**config.mk**
```make
export PLATFORM = sky130hd
export DESIGN_NAME = reflow_source_pipe
export DESIGN_NICKNAME = d
export VERILOG_FILES = /design/src/rtl/reflow_source_pipe_pkg.sv /design/src/rtl/reflow_source_pipe_slot.sv /design/src/rtl/reflow_source_pipe.sv
export SDC_FILE = /design/constraint.sdc
export NUM_CORES = 1
export LEC_CHECK = 0
export CORE_MARGIN = 10
export CORE_UTILIZATION = 42
export DETAILED_ROUTE_END_ITERATION = 10
export GPL_TIMING_DRIVEN = 0
export PLACE_DENSITY = 0.85
export SLEW_MARGIN = 20
export SYNTH_ARGS = -nofsm -noshare
export SYNTH_HDL_FRONTEND = slang
export SYNTH_SLANG_ARGS = --single-unit
```
**constraint.sdc**
```tcl
create_clock -name clk -period 3.1 [get_ports clk]
set_input_delay 0.775 -clock clk [delete_from_list [all_inputs] [get_ports clk]]
set_output_delay 0.775 -clock clk [all_outputs]
set_load 0.02 [all_outputs]
```
**src/rtl/reflow_source_pipe_pkg.sv**
```systemverilog
// -----------------------------------------------------------------------------
// reflow_source_pipe_pkg
//   Shared constants, slot record type and the forwarding-hit helper used by
//   the reflow source pipeline (EX/MEM and MEM/WB in-flight write tracking).
//   Optional build macro used by the importing files: REFLOW_STATS_EN.
// -----------------------------------------------------------------------------
package reflow_source_pipe_pkg;

   localparam int DW = 32;
   localparam int RW = 5;

   localparam logic [RW-1:0] REG_ZERO = 5'd0;

   // One in-flight register write. The load flag only has meaning in slot 1;
   // by the time a write reaches slot 2 its data is final.
   typedef struct packed {
      logic          v;
      logic          wen;
      logic [RW-1:0] wreg;
      logic [DW-1:0] data;
      logic          load;
   } reflow_slot_t;

   // A consumer source hits a forwarding port when the port is enabled, the
   // consumer really reads that source, and the register indices agree.
   function automatic logic reflow_hit(input logic          en,
                                       input logic [RW-1:0] req,
                                       input logic [RW-1:0] src,
                                       input logic          use_src);
      return en & use_src & (req == src);
   endfunction

endpackage

```
**src/rtl/reflow_source_pipe_slot.sv**
```systemverilog
// -----------------------------------------------------------------------------
// reflow_slot
//   One in-flight write slot register with hold and bubble controls.
//   Update priority on each rising edge: rst, hold, bubble, load.
// Ports:
//   clk, rst         clock, synchronous active-high reset (clears all fields)
//   hold             keep current contents
//   bubble           replace contents with an empty (invalid) slot
//   d_v .. d_load    next slot contents when neither hold nor bubble
//   q_v .. q_load    current slot contents
// -----------------------------------------------------------------------------
module reflow_slot
   import reflow_source_pipe_pkg::*;
#(
   parameter int DW = 32,
   parameter int RW = 5
) (
   input  logic          clk,
   input  logic          rst,
   input  logic          hold,
   input  logic          bubble,
   input  logic          d_v,
   input  logic          d_wen,
   input  logic [RW-1:0] d_wreg,
   input  logic [DW-1:0] d_data,
   input  logic          d_load,
   output logic          q_v,
   output logic          q_wen,
   output logic [RW-1:0] q_wreg,
   output logic [DW-1:0] q_data,
   output logic          q_load
);

   always_ff @(posedge clk) begin
      if (rst) begin
         q_v    <= 1'b0;
         q_wen  <= 1'b0;
         q_wreg <= '0;
         q_data <= '0;
         q_load <= 1'b0;
      end else if (!hold) begin
         if (bubble) begin
            q_v    <= 1'b0;
            q_wen  <= 1'b0;
            q_wreg <= '0;
            q_data <= '0;
            q_load <= 1'b0;
         end else begin
            q_v    <= d_v;
            q_wen  <= d_wen;
            q_wreg <= d_wreg;
            q_data <= d_data;
            q_load <= d_load;
         end
      end
   end

endmodule

```
**src/rtl/reflow_source_pipe.sv**
```systemverilog
// -----------------------------------------------------------------------------
// reflow_source_pipe
//   Tracks the register writes in flight in EX/MEM (slot 1) and MEM/WB
//   (slot 2) and drives the two source ports of the downstream operand
//   forwarding mux. Raises load_use_stall when the newest write is a load
//   a consumer needs before its data exists.
// Build option:
//   REFLOW_STATS_EN  adds saturating stat_stall_cnt / stat_fwd_cnt outputs.
// Ports:
//   clk, rst                    clock, synchronous active-high reset
//   ex_valid/wen/wreg/wdata/is_load   instruction leaving execute
//   mem_rdata                   load data for the instruction in slot 1
//   use_rs/use_rt, src_rs/src_rt      consumer source usage and indices
//   stall_in                    global freeze
//   flush                       squash the instruction entering slot 1
//   reflow_*_1                  newest forwarding source (slot 1)
//   reflow_*_2                  older forwarding source (slot 2)
//   load_use_stall              hold the consumer and everything upstream
// -----------------------------------------------------------------------------
module reflow_source_pipe
   import reflow_source_pipe_pkg::*;
#(
   parameter int DW = 32,
   parameter int RW = 5
) (
   input  logic          clk,
   input  logic          rst,
   input  logic          ex_valid,
   input  logic          ex_wen,
   input  logic [RW-1:0] ex_wreg,
   input  logic [DW-1:0] ex_wdata,
   input  logic          ex_is_load,
   input  logic [DW-1:0] mem_rdata,
   input  logic          use_rs,
   input  logic          use_rt,
   input  logic [RW-1:0] src_rs,
   input  logic [RW-1:0] src_rt,
   input  logic          stall_in,
   input  logic          flush,
   output logic          reflow_en_1,
   output logic [RW-1:0] reflow_req_1,
   output logic [DW-1:0] reflow_data_1,
   output logic          reflow_en_2,
   output logic [RW-1:0] reflow_req_2,
   output logic [DW-1:0] reflow_data_2,
   output logic          load_use_stall
`ifdef REFLOW_STATS_EN
   ,
   output logic [31:0]   stat_stall_cnt,
   output logic [31:0]   stat_fwd_cnt
`endif
);

   logic          v_p1, wen_p1, load_p1;
   logic [RW-1:0] wreg_p1;
   logic [DW-1:0] data_p1;

   logic          v_p2, wen_p2;
   logic [RW-1:0] wreg_p2;
   logic [DW-1:0] data_p2;
   logic          unused_load_p2;

   logic [DW-1:0] data_to_p2;

   // ---- EX -> slot 1 (EX/MEM) ----
   // A flush or a load-use hazard inserts a bubble; stall_in overrides both so
   // nothing moves while frozen.
   reflow_slot #(.DW(DW), .RW(RW)) u_slot_p1 (
      .clk    (clk),
      .rst    (rst),
      .hold   (stall_in),
      .bubble (flush | load_use_stall),
      .d_v    (ex_valid),
      .d_wen  (ex_wen),
      .d_wreg (ex_wreg),
      .d_data (ex_wdata),
      .d_load (ex_is_load),
      .q_v    (v_p1),
      .q_wen  (wen_p1),
      .q_wreg (wreg_p1),
      .q_data (data_p1),
      .q_load (load_p1)
   );

   // ---- slot 1 -> slot 2 (MEM/WB) ----
   // A load picks up its memory data on the way out of slot 1, so slot 2 never
   // carries a pending load.
   assign data_to_p2 = load_p1 ? mem_rdata : data_p1;

   reflow_slot #(.DW(DW), .RW(RW)) u_slot_p2 (
      .clk    (clk),
      .rst    (rst),
      .hold   (stall_in),
      .bubble (1'b0),
      .d_v    (v_p1),
      .d_wen  (wen_p1),
      .d_wreg (wreg_p1),
      .d_data (data_to_p2),
      .d_load (1'b0),
      .q_v    (v_p2),
      .q_wen  (wen_p2),
      .q_wreg (wreg_p2),
      .q_data (data_p2),
      .q_load (unused_load_p2)
   );

   // ---- forwarding ports and hazard detect ----
   // Slot 1 never forwards a load: its value is the address-phase ALU result.
   // Both ports may name the same register; the mux downstream prefers port 1.
   assign reflow_en_1   = v_p1 & wen_p1 & ~load_p1 & (wreg_p1 != REG_ZERO);
   assign reflow_req_1  = wreg_p1;
   assign reflow_data_1 = data_p1;

   assign reflow_en_2   = v_p2 & wen_p2 & (wreg_p2 != REG_ZERO);
   assign reflow_req_2  = wreg_p2;
   assign reflow_data_2 = data_p2;

   // A matching slot-2 entry does not cancel the stall: it is older than the
   // load and therefore stale.
   assign load_use_stall = v_p1 & wen_p1 & load_p1 & (wreg_p1 != REG_ZERO) &
                           (reflow_hit(1'b1, wreg_p1, src_rs, use_rs) |
                            reflow_hit(1'b1, wreg_p1, src_rt, use_rt));

`ifdef REFLOW_STATS_EN
   logic fwd_hit;

   assign fwd_hit = reflow_hit(reflow_en_1, reflow_req_1, src_rs, use_rs) |
                    reflow_hit(reflow_en_1, reflow_req_1, src_rt, use_rt) |
                    reflow_hit(reflow_en_2, reflow_req_2, src_rs, use_rs) |
                    reflow_hit(reflow_en_2, reflow_req_2, src_rt, use_rt);

   // Counters saturate rather than wrap so a long run never reads as short.
   always_ff @(posedge clk) begin
      if (rst) begin
         stat_stall_cnt <= '0;
         stat_fwd_cnt   <= '0;
      end else if (!stall_in) begin
         if (load_use_stall && (stat_stall_cnt != 32'hFFFF_FFFF))
            stat_stall_cnt <= stat_stall_cnt + 32'd1;
         if (fwd_hit && (stat_fwd_cnt != 32'hFFFF_FFFF))
            stat_fwd_cnt <= stat_fwd_cnt + 32'd1;
      end
   end
`endif

endmodule
```
==> impl_metrics.json, run 1 <==
{
  "outcome": "complete, no violations",
  "die_y_um": 105,
  "holdCritPathClass": "register to register",
  "place_hpwl_um": 8070,
  "vias": 2876,
  "cts_buffers": 9,
  "floorplan.rows": 31,
  "num_antenna_cells": 0,
  "drc": 0,
  "cp-end-kind": "output pin",
  "floorplan.initialDensity_pct": 42.8,
  "vias_per_cell": 4.90,
  "hold_start": "u_slot_p2.q_data[8]",
  "reg2reg_from": "u_slot_p1.q_wreg[4]",
  "crit_path_max_fanout": 6,
  "post-route-period-util_pct": 94.9,
  "fill_cells": 557,
  "drive_above_1_share_pct": 5.53,
  "cts_root_buffer": "clkbuf_8",
  "clk_pin_slew_ns": 0.07,
  "clock_latency_ns": 0.33,
  "core_region_area_um2": 7180,
  "final_nets": 571,
  "crit_arrival_ns": 2.17,
  "start_kind": "register",
  "io_buffers": 163,
  "fmax_mhz": 340,
  "cts_tree": "built",
  "totalWireLength_um": 10200,
  "antenna_found_initial": 0,
  "grt_pass1_vias": 3007,
  "syn_area_um2": 3070,
  "worst_ep_required_time_ns": 2.32,
  "place_area_um2": 4820,
  "ant_nets": 0,
  "cts_max_level": 3,
  "first_pass_iters": 4,
  "drv_slew": 0,
  "io_pins": 165,
  "maxCapViolCount": 0,
  "finalSetupViolCount": 0,
  "vdd_ir_drop_max_uv": 215,
  "tns_ns": 0,
  "area_growth_pct": 64.1,
  "hold_viol": 0,
  "worstMarginPinSlew_ns": 0.691,
  "fin_skew_ns": 0.00657,
  "final_area_um2": 5030,
  "final_cell_mix": "162 x clkdlybuf4s50_1, 79 x dfxtp_1, 71 x nor2_1",
  "synthCells": 309,
  "gp_congestion": 0.795,
  "clockBufferDepth": 2,
  "grt_usage_pct": 17.2,
  "syn-num-nets": 397,
  "power_leakage_nw": 1.89,
  "ys_seq_elements": 79,
  "synth_cell_types": 18,
  "final-seq-area_um2": 1580,
  "grt_max_degree": 13,
  "final_common_cell": "clkdlybuf4s50_1",
  "yosys_warnings": 0,
  "final_util_pct": 70.1,
  "drt_iter0_markers": 62,
  "die_w_um": 105,
  "post_cts.repair.setup_buffers": 0,
  "crit_start": "u_slot_p1.q_wreg[4]",
  "synth-seq-area-share_pct": 51.5,
  "min_period_ns": 2.94,
  "avgRoutedWirePerCell_um": 17.3,
  "multiInputGateArea_um2": 1370,
  "gr-total-overflow": 0,
  "worstSetupPathType": "register to output pin",
  "clock-sinks": 79,
  "grt_pass1_wl_um": 15500,
  "rsz0062_at_grt": "no",
  "slew_headroom_pct": 54.0,
  "powerDensity_nw_per_um2": 441,
  "die-area_um2": 11100,
  "avgSynthCellArea_um2": 9.93
}
## sequential cells by signal, indices dropped and copies added (netlist names)
register          cells
u_slot_p1.q_data     32
u_slot_p1.q_load      1
u_slot_p1.q_v         1
u_slot_p1.q_wen       1
u_slot_p1.q_wreg      5
u_slot_p2.q_data     32
u_slot_p2.q_v         1
u_slot_p2.q_wen       1
u_slot_p2.q_wreg      5
## per-stage QoR
| step | worst slack, ns | power, mW | hold slack, ns | cells |
|---|---|---|---|---|
| finish | 0.158 | 2.22 | 0.489 | 587 |
| global route | 0.0431 | 2.31 | 0.522 | 587 |
| CTS | 0.00923 | 2.24 | 0.494 | 587 |
| detailed placement | -0.329 | 1.46 | 0.476 | 571 |
| global placement | -0.328 | 1.45 | 0.467 | 571 |
| floorplan | 0.782 | 1.25 | 0.464 | 309 |
## cell type report
type / count / share of cell area (%)
Buffer: 24 / 2.49
Clock buffer: 13 / 3.36
Clock inverter: 3 / 0.795
Multi-Input combinational cell: 206 / 27.2
Sequential cell: 79 / 31.4
Tap cell: 99 / 2.46
Timing Repair Buffer: 163 / 32.3
## layer usage
metal  global-route usage [%]  routed length, µm
met5                        0                  0
met4                     6.57                125
met3                     5.79                776
met2                     29.3               5020
met1                     19.5               4250
## power by group
group / total, mW / internal (mW) / switching [mW]
Sequential: 1.08 / 1.05 / 0.0267
Clock: 0.783 / 0.436 / 0.347
Combinational: 0.362 / 0.207 / 0.155
Total: 2.22 / 1.69 / 0.528
## final timing paths
| check | slack (ns) | depth (start not counted) | end |
|---|---|---|---|
| min | 0.49 | 2 | u_slot_p2.q_data[8] |
| min reg2reg | 0.49 | 2 | u_slot_p2.q_data[8] |
| max reg2reg | 1.30 | 5 | u_slot_p1.q_data[5] |
| max | 0.16 | 4 | reflow_en_1 |
## worst max-delay path: stages, from the launching register on
cell	delay [ns]
dfxtp_1	0.39
or3_1	0.39
o311a_1	0.36
nor2b_1	0.15
clkdlybuf4s50_1	0.56
## cells in the mapped netlist
master	count	area [µm²]
a22o_1	40	350
buf_2	4	20.0
mux2i_1	39	390
or3_1	3	18.8
o22ai_1	1	6.26
nor2_1	71	267
dfxtp_1	79	1580
a31oi_4	1	21.3
and3_2	1	7.51
nand4_1	2	12.5
buf_6	4	45.0
a21oi_1	32	160
nor2b_1	2	12.5
xnor2_1	10	87.6
o311a_1	2	20.0
buf_1	3	11.3
nand2_1	2	7.51
clkbuf_1	13	48.8
## logic make-up (layout without fill, tap and decap cells)
logic type,Yosys count,in the layout,share of synthesized area [%]
simple gates,81,81,10.6
flops,79,79,51.5
compound gates,76,76,18.2
mux,39,39,12.7
buf+inv,24,203,4.08
xor+xnor,10,10,2.85
## timing repair
action,in CTS,in global routing
resized for setup,2,2
gates cloned,0,0
hold buffers,0,0
setup endpoints to repair,1,1
(Power assumes the default switching activity.)
==> run 2, diff against run 1 <==
--- a/config.mk
+++ b/config.mk
@@ -9,6 +9,7 @@
 export CORE_UTILIZATION = 42
 export DETAILED_ROUTE_END_ITERATION = 10
 export GPL_TIMING_DRIVEN = 0
+export MAX_ROUTING_LAYER = met4
 export PLACE_DENSITY = 0.85
 export SLEW_MARGIN = 20
 export SYNTH_ARGS = -nofsm -noshare
==> run 2 against run 1 <==
Cell count unchanged. Sequential power is essentially flat. Non-clock buffer count did not move. Sequential cell count stayed put. Die area stayed put. Total power barely moved. Global-route usage grew 0.50 points. Critical endpoint unchanged.
==> impl_metrics.json, run 2 (same netlist as run 1, synthesis figures left out) <==
{
  "outcome": "complete, no violations",
  "grt_usage_pct": 17.7,
  "seq_power_share_pct": 48.4,
  "area_growth_pct": 64.1,
  "floorplan.rows": 31,
  "clock-sinks": 79,
  "hold_depth": 2,
  "busiest_layer": "met2",
  "use_met1_pct": 20.4,
  "grt_use_met3_pct": 4.26,
  "fmax_mhz": 340,
  "reg.largest.list": "u_slot_p1.q_data x32, u_slot_p2.q_data x32",
  "hold_start": "u_slot_p2.q_data[8]",
  "cts_tree": "built",
  "pwr-share-clk_pct": 35.3,
  "cts_max_level": 3,
  "first_pass_iters": 4,
  "floorplan.initialDensity_pct": 42.8,
  "io_pins": 165,
  "power_leakage_nw": 1.89,
  "final_area_um2": 5030,
  "die_y_um": 105,
  "avgRoutedWirePerCell_um": 17.3,
  "finalSetupViolCount": 0,
  "place_area_um2": 4820,
  "worstMarginPinSlew_ns": 0.690,
  "gp_congestion": 0.807,
  "preCtsSetupSlack_ns": -0.329,
  "maxCapViolCount": 0,
  "min_period_ns": 2.94,
  "power.switching_mw": 0.529,
  "cts_root_buffer": "clkbuf_8",
  "hold_end": "u_slot_p2.q_data[8]",
  "setup_slack_ns": 0.159,
  "rsz0062_at_grt": "no",
  "antenna_found_initial": 0,
  "fin_skew_ns": 0.00750,
  "vdd_ir_drop_max_uv": 215,
  "final_nets": 571,
  "post_cts.repair.setup_buffers": 0,
  "ant_nets": 0,
  "holdCritPathClass": "register to register",
  "grt_pass1_vias": 3008,
  "vias": 2889,
  "reg2reg_slack_ns": 1.30,
  "crit_path_max_fanout": 6,
  "clock_latency_ns": 0.33,
  "powerDensity_nw_per_um2": 441,
  "final_cell_mix": "162 x clkdlybuf4s50_1, 79 x dfxtp_1, 71 x nor2_1",
  "worst_ep_required_time_ns": 2.32,
  "intPower_mw": 1.69,
  "final_common_cell": "clkdlybuf4s50_1",
  "grt_max_degree": 13,
  "clk_pin_slew_ns": 0.07,
  "totalWireLength_um": 10100,
  "place_hpwl_um": 8070,
  "reg2reg_depth": 5,
  "final_util_pct": 70.1,
  "drc": 0,
  "drt_iter0_markers": 65,
  "crit_arrival_ns": 2.17,
  "worstSetupPathType": "register to output pin",
  "core_region_area_um2": 7180,
  "cp-end-kind": "output pin",
  "num_antenna_cells": 0,
  "start_kind": "register",
  "r2r_end": "u_slot_p1.q_data[5]",
  "post-route-period-util_pct": 94.9,
  "drv_slew": 0,
  "hold_viol": 0,
  "grt_pass1_wl_um": 15500,
  "slew_headroom_pct": 54.0,
  "clockBufferDepth": 2,
  "crit_start": "u_slot_p1.q_wreg[4]",
  "die-area_um2": 11100,
  "use_met2_pct": 29.3,
  "reg2reg_from": "u_slot_p1.q_wreg[4]",
  "io_buffers": 163,
  "vias_per_cell": 4.92,
  "drive_above_1_share_pct": 5.53,
  "cts_buffers": 9,
  "die_w_um": 105,
  "p_sw_share_pct": 23.8,
  "gr-total-overflow": 0,
  "comb_power_share_pct": 16.3
}
[run 2: cell counts in the layout (fill, tap and decap cells not counted)]
Identical to the previous run, type by type.
[run 2: repair_timing]
action                     4_1_cts  5_1_grt
hold buffers                     0        0
gates resized for setup          2        2
setup endpoints to repair        1        1
pin swaps                        0        0
[run 2: area by class of cell]
cell class              count  area, µm²
plain buffers              24        125
repair buffers            163       1630
multi-input cells         206       1370
flip-flops and latches     79       1580
clock buffers              13        169
well taps                  99        124
clock inverters             3       40.0
fillers                   557       2140
[run 2: worst max path at each step]
stage	end	slack, ns	depth (start not counted)
after floorplan	load_use_stall	0.78	4
after global placement	load_use_stall	-0.33	6
after detailed placement	load_use_stall	-0.33	6
after CTS	load_use_stall	0.009	6
after global routing	reflow_en_1	0.04	4
final	reflow_en_1	0.16	4
[run 2: critical path: stages (launching register included)]
cell             delay [ns]
dfxtp_1                0.39
or3_1                  0.39
o311a_1                0.36
nor2b_1                0.15
clkdlybuf4s50_1        0.56
[run 2: stage by stage]
stage          total power, mW  instances  hold slack [ns]  setup TNS [ns]
2_1_floorplan             1.25        309            0.464               0
3_3_place_gp              1.45        571            0.467          -0.328
3_5_place_dp              1.46        571            0.476          -0.329
4_1_cts                   2.24        587            0.494               0
5_1_grt                   2.31        587            0.522               0
6_report                  2.22        587            0.489               0
[run 2: routing by layer]
layer	vias to the layer above	part of all wire [%]
li1	1429	-
met1	1348	43
met2	104	50
met3	8	5.8
met4	0	1.2
met5	-	0
[run 2: power by group through the flow]
stage          Sequential [mW]  Combinational (mW)  Clock [mW]
2_1_floorplan             1.13               0.115           0
3_3_place_gp              1.10               0.356           0
3_5_place_dp              1.10               0.363           0
4_1_cts                   1.08               0.365       0.798
5_1_grt                   1.08               0.386       0.843
6_report                  1.08               0.362       0.784
==> run 3, diff against run 2 <==
--- a/config.mk
+++ b/config.mk
@@ -10,8 +10,9 @@
 export DETAILED_ROUTE_END_ITERATION = 10
 export GPL_TIMING_DRIVEN = 0
 export MAX_ROUTING_LAYER = met4
-export PLACE_DENSITY = 0.85
-export SLEW_MARGIN = 20
+export PLACE_DENSITY = 0.94
+export SETUP_SLACK_MARGIN = 0.1
+export SLEW_MARGIN = 40
 export SYNTH_ARGS = -nofsm -noshare
 export SYNTH_HDL_FRONTEND = slang
 export SYNTH_SLANG_ARGS = --single-unit
==> run 3 against run 2 <==
Clock-buffer cell count shrank 2. Global-route usage grew 1.3 points. Setup slack gained 0.0024 ns. Non-clock buffer count grew 1. Sequential share of layout area shrank 0.16 points.
==> impl_metrics.json, run 3 (same netlist as run 1, synthesis figures left out) <==
{
  "core_region_area_um2": 7180,
  "holdCritPathClass": "register to register",
  "slew_headroom_pct": 56.0,
  "grt_usage_pct": 19.0,
  "floorplan.rows": 31,
  "cts_max_level": 3,
  "area_growth_pct": 64.9,
  "io_buffers": 163,
  "final_cell_mix": "161 x clkdlybuf4s50_1, 79 x dfxtp_1, 71 x nor2_1",
  "place_hpwl_um": 8530,
  "crit_arrival_ns": 2.16,
  "slowest_delay_ns": 0.48,
  "vdd_ir_drop_max_uv": 239,
  "num_antenna_cells": 0,
  "clk_pin_slew_ns": 0.07,
  "slowest_stage": "clkdlybuf4s50_1",
  "powerDensity_nw_per_um2": 451,
  "grt_max_degree": 13,
  "floorplan.initialDensity_pct": 42.8,
  "cts_buffers": 9,
  "totalWireLength_um": 10600,
  "worst_ep_required_time_ns": 2.32,
  "clockBufferDepth": 2,
  "vias_per_cell": 5.06,
  "worstMarginPinSlew_ns": 0.659,
  "ant_nets": 0,
  "die_w_um": 105,
  "io_pins": 165,
  "finalSetupViolCount": 0,
  "die-area_um2": 11100,
  "cts_tree": "built",
  "drive_above_1_share_pct": 5.54,
  "holdWs_ns": 0.487,
  "start_kind": "input pin",
  "clock_latency_ns": 0.34,
  "reg.largest.list": "u_slot_p1.q_data x32, u_slot_p2.q_data x32",
  "hold_viol": 0,
  "drc": 0,
  "cts_root_buffer": "clkbuf_8",
  "post-route-period-util_pct": 94.8,
  "fill_cells": 556,
  "final_common_cell": "clkdlybuf4s50_1",
  "outcome": "complete, no violations",
  "fin_skew_ns": 0.0120,
  "crit_path_max_fanout": 2,
  "vias": 2967,
  "drt_iter0_markers": 78,
  "final_nets": 572,
  "die_y_um": 105,
  "first_pass_iters": 4,
  "crit_chain": "clkdlybuf4s50_1 -> xnor2_1 -> nand4_1 -> o22ai_2 -> and3_2 -> clkdlybuf4s15_2",
  "ctsHoldBuffers": 0,
  "final_area_um2": 5060,
  "clock-sinks": 79,
  "worstSetupPathType": "input pin to output pin",
  "grt_pass1_vias": 3160,
  "place_area_um2": 4820,
  "maxCapViolCount": 0,
  "avgRoutedWirePerCell_um": 18.1,
  "grt_pass1_wl_um": 16300,
  "reg2reg_depth": 5,
  "rsz0062_at_grt": "yes",
  "gr-total-overflow": 0,
  "fmax_mhz": 340,
  "min_period_ns": 2.94,
  "gp_congestion": 0.758,
  "hold_depth": 2,
  "power_leakage_nw": 1.91,
  "cp-end-kind": "output pin",
  "antenna_found_initial": 0,
  "drv_slew": 0
}
run 3: changes by cell type in the layout (fill, tap and decap cells not counted):
| cell | change |
|---|---|
| bufinv_16 | +1 |
| clkbuf_8 | -1 |
| clkinvlp_4 | +1 |
| dlymetal6s2s_1 | +1 |
| clkdlybuf4s50_1 | -1 |
| buf_4 | +1 |
| clkbuf_1 | -1 |
| clkbuf_2 | -1 |
| clkinv_2 | -2 |
| clkdlybuf4s15_2 | +1 |
run 3: path summary, 6_finish.rpt:
path	start	end	slack, ns
min	u_slot_p2.q_data[28]	u_slot_p2.q_data[28]	0.49
min reg2reg	u_slot_p2.q_data[28]	u_slot_p2.q_data[28]	0.49
max	src_rt[2]	load_use_stall	0.16
max reg2reg	u_slot_p1.q_wreg[4]	u_slot_p1.q_data[4]	1.29
run 3: where the power goes:
group | switching (mW) | internal [mW]
Combinational | 0.156 | 0.208
Clock | 0.350 | 0.489
Sequential | 0.0276 | 1.05
run 3: area by class of cell:
class	count	area (µm²)	share of cell area, %
Clock buffer	11	151	2.99
Multi-Input combinational cell	206	1370	27.0
Clock inverter	3	67.6	1.34
Buffer	24	125	2.47
Timing Repair Buffer	164	1640	32.5
Sequential cell	79	1580	31.3
Tap cell	99	124	2.45
run 3: metrics by stage:
| step | setup TNS [ns] | util (%) | setup WS, ns | power [mW] | std cells |
|---|---|---|---|---|---|
| detailed placement | -0.358 | 67.2 | -0.358 | 1.46 | 571 |
| CTS | 0 | 70.4 | 0.103 | 2.30 | 585 |
| floorplan | 0 | - | 0.782 | 1.25 | 309 |
| global route | 0 | 70.5 | 0.0614 | 2.36 | 586 |
| finish | 0 | 70.5 | 0.161 | 2.28 | 586 |
| global placement | -0.319 | 67.2 | -0.319 | 1.45 | 571 |
run 3: critical path, delay by kind of cell:
family | cells | cell delay (ns)
buffers and inverters | 2 | 0.74
AND/OR/NAND/NOR | 2 | 0.32
XOR/XNOR | 1 | 0.13
AO/OA/AOI/OAI | 1 | 0.20
run 3: what timing repair did:
| item | CTS | global route |
|---|---|---|
| setup buffers | 0 | 1 |
| resized for setup | 4 | 1 |
| pin swaps | 1 | 1 |
| setup endpoints to repair | 1 | 2 |
run 3: metal layers:
| layer | wire length (µm) | global-route usage, % | vias to the layer above |
|---|---|---|---|
| li1 | - | - | 1431 |
| met1 | 4220 | 19.6 | 1401 |
| met2 | 5380 | 32.8 | 113 |
| met3 | 670 | 5.72 | 22 |
| met4 | 313 | 8.33 | 0 |
| met5 | 0 | - | - |
==> edit, RTL diff (settings of run 3) <==
`DW` is set to 32 in 3 places; all go to 48.
--- a/src/rtl/reflow_source_pipe_pkg.sv
+++ b/src/rtl/reflow_source_pipe_pkg.sv
@@ -6,7 +6,7 @@
 // -----------------------------------------------------------------------------
 package reflow_source_pipe_pkg;
 
-   localparam int DW = 32;
+   localparam int DW = 48;
    localparam int RW = 5;
 
    localparam logic [RW-1:0] REG_ZERO = 5'd0;
--- a/src/rtl/reflow_source_pipe_slot.sv
+++ b/src/rtl/reflow_source_pipe_slot.sv
@@ -12,7 +12,7 @@
 module reflow_slot
    import reflow_source_pipe_pkg::*;
 #(
-   parameter int DW = 32,
+   parameter int DW = 48,
    parameter int RW = 5
 ) (
    input  logic          clk,
--- a/src/rtl/reflow_source_pipe.sv
+++ b/src/rtl/reflow_source_pipe.sv
@@ -20,7 +20,7 @@
 module reflow_source_pipe
    import reflow_source_pipe_pkg::*;
 #(
-   parameter int DW = 32,
+   parameter int DW = 48,
    parameter int RW = 5
 ) (
    input  logic          clk,
Ports: changed (resized ex_wdata, mem_rdata, reflow_data_1 and reflow_data_2); port bits go from 165 to 229. The function was not compared with the original's and may differ.
==> edit against run 3 <==
- total power increased by 24%
- design area increased by 36%
- sequential cell count increased by 32
- via count increased by 40%
- core utilization decreased by 0.59 points
- first-iteration DRC count increased to 3.4 times the old value
- area after synthesis increased by 38%
- largest cell class unchanged
- wire length increased by 52%
- critical path depth unchanged
- combinational power increased by 41%
- global-route usage increased by 3.1 points
- register-to-register slack got worse by 160 ps
- setup slack improved by 73 ps
- critical path type unchanged
- largest power group unchanged
==> edit: results (changes against run 3) <==
* Multiplexer area fraction after synthesis at 13.0% (+0.25 points)
* Synth Net Count at 553 (+39%)
* Most instantiated cells after synthesis: 111 x dfxtp_1, 103 x nor2_1, 56 x a22o_1, 55 x mux2i_1, 48 x a21oi_1
* Post-Synth Adder-Cell Area at 0% (unchanged)
* Router iterations before antenna repair at 4 (unchanged)
* Fill cells at 772 (+39%)
* Clk buf depth at 2 (unchanged)
* Share of cells above drive strength 1 at 4.14% (-1.4 points)
* Cells after synthesis at 433 (+40%)
* GRT Overall Usage at 22.1% (+3.1 points)
* Post-layout util at 69.9% (-0.59 points)
* Status: finished, final reports clean
* Resize count post-CTS at 6 (+2)
* WL final at 16100 um (+52%)
* GP Congestion at 0.833 (+10%)
* Antenna Cells at 0 (unchanged)
* Total CTS buffers at 9 (unchanged)
* H-tree depth at 3 (unchanged)
* Slew @ Worst Pin at 654 ps (-5.65 ps)
* Root Driver: clkbuf_8
* Crit Path Max Fanout at 2 (unchanged)
* Final Instance Count excl. Fillers at 810 (+38%)
* Post-synthesis xor/xnor area fraction at 2.06% (-0.79 points)
* Sequential share of the synthesized area at 52.4% (+0.82 points)
* Hold Path Class: reg2reg
* Leakage power at 2.57 nW (+34%)
* Worst-skew pair later-pin latency at 360 ps (+20 ps)
* Global-route wire length before repair at 24800 um (+52%)
* Largest stage delay, worst path at 500 ps (+20 ps)
* Worst-path clk slew at 90 ps (+20 ps)
* Post-synthesis async set-or-reset flop share at 0% (unchanged)
* Postcts setup bufs at 0 (unchanged)
* DR iter-0 viols at 265 (+240%)
* Port buffer count at 227 (+39%)
* Most used DFF post-synth: dfxtp_1
* Worst clock skew at 7.40 ps (-4.63 ps)
* Data arrival, critical path at 2090 ps (-70 ps)
* Maximum VDD drop at 0.240 mV (+0.12%)
* Flops & latches, synth at 111 (+41%)
* Largest net degree at the start of global routing at 17 (+4)
* Crit-path slowest cell: clkdlybuf4s50_1
* Netlist cell types at 19 (+1)
* Dpl cell area at 6680 um^2 (+39%)
* Vias in the first global route at 4498 (+42%)
* Post-DP HPWL at 12900 um (+51%)
* Initial antenna violation count at 0 (unchanged)
* Top flop regs: u_slot_p1.q_data x48, u_slot_p2.q_data x48
* Vias at 4143 (+40%)
* Placed Instances at 793 (+39%)
* Top cells by area, synth: dfxtp_1 52%, mux2i_1 13%, a22o_1 12%
* Family with the most delay on the worst path: buffers and inverters
* Synth Area in Compound Gates at 18.0% (-0.20 points)
edit: power breakdown:
group | internal, mW | leakage (nW) | switching [mW]
clock | 0.335 | 0.0894 | 0.465
sequential | 1.47 | 0.903 | 0.0390
combinational | 0.287 | 1.57 | 0.226
edit: routing by layer:
layer  vias to the layer above  part of all wire [%]  GRT usage, %  wire length (um)
met5                         -                     0             -                 0
li1                       2000                     -             -                 -
met2                       161                    51          38.2              8190
met3                        16                   7.6          6.42              1220
met4                         0                   1.5          7.01               246
met1                      1966                    40          24.0              6460
edit: worst paths after layout:
path,depth (start not counted),slack [ps],start,to
setup reg to reg,6,1130,u_slot_p1.q_wreg[4]$_SDFFE_PP0N_,u_slot_p1.q_data[19]$_SDFFE_PP0N_
hold / removal,2,500,u_slot_p2.q_data[24]$_SDFFE_PP0N_,u_slot_p2.q_data[24]$_SDFFE_PP0N_
hold reg to reg,2,500,u_slot_p2.q_data[24]$_SDFFE_PP0N_,u_slot_p2.q_data[24]$_SDFFE_PP0N_
setup / recovery,6,230,src_rs[2],load_use_stall
edit: metrics by stage:
step                      total power, mW  TNS (ps)  worst slack (ps)
after global routing                 2.94         0               151
after floorplan                      1.75         0               875
final                                2.83         0               234
after CTS                            2.85         0               102
after global placement               2.04      -291              -291
after detailed placement             2.06      -297              -297
edit: tightest hold or removal path: cells and delay by family (launching register included):
kind	cells	cell delay, ps
flip-flops	1	340
AND/OR/NAND/NOR	1	70
AO/OA/AOI/OAI	1	60
edit: layout make-up:
type | count | share of cell area, %
well taps | 133 | 2.42
clock buffers | 13 | 2.31
clock inverters | 3 | 0.255
plain buffers | 36 | 2.57
flip-flops and latches | 111 | 32.4
multi-input cells | 286 | 27.0
repair buffers | 228 | 33.1
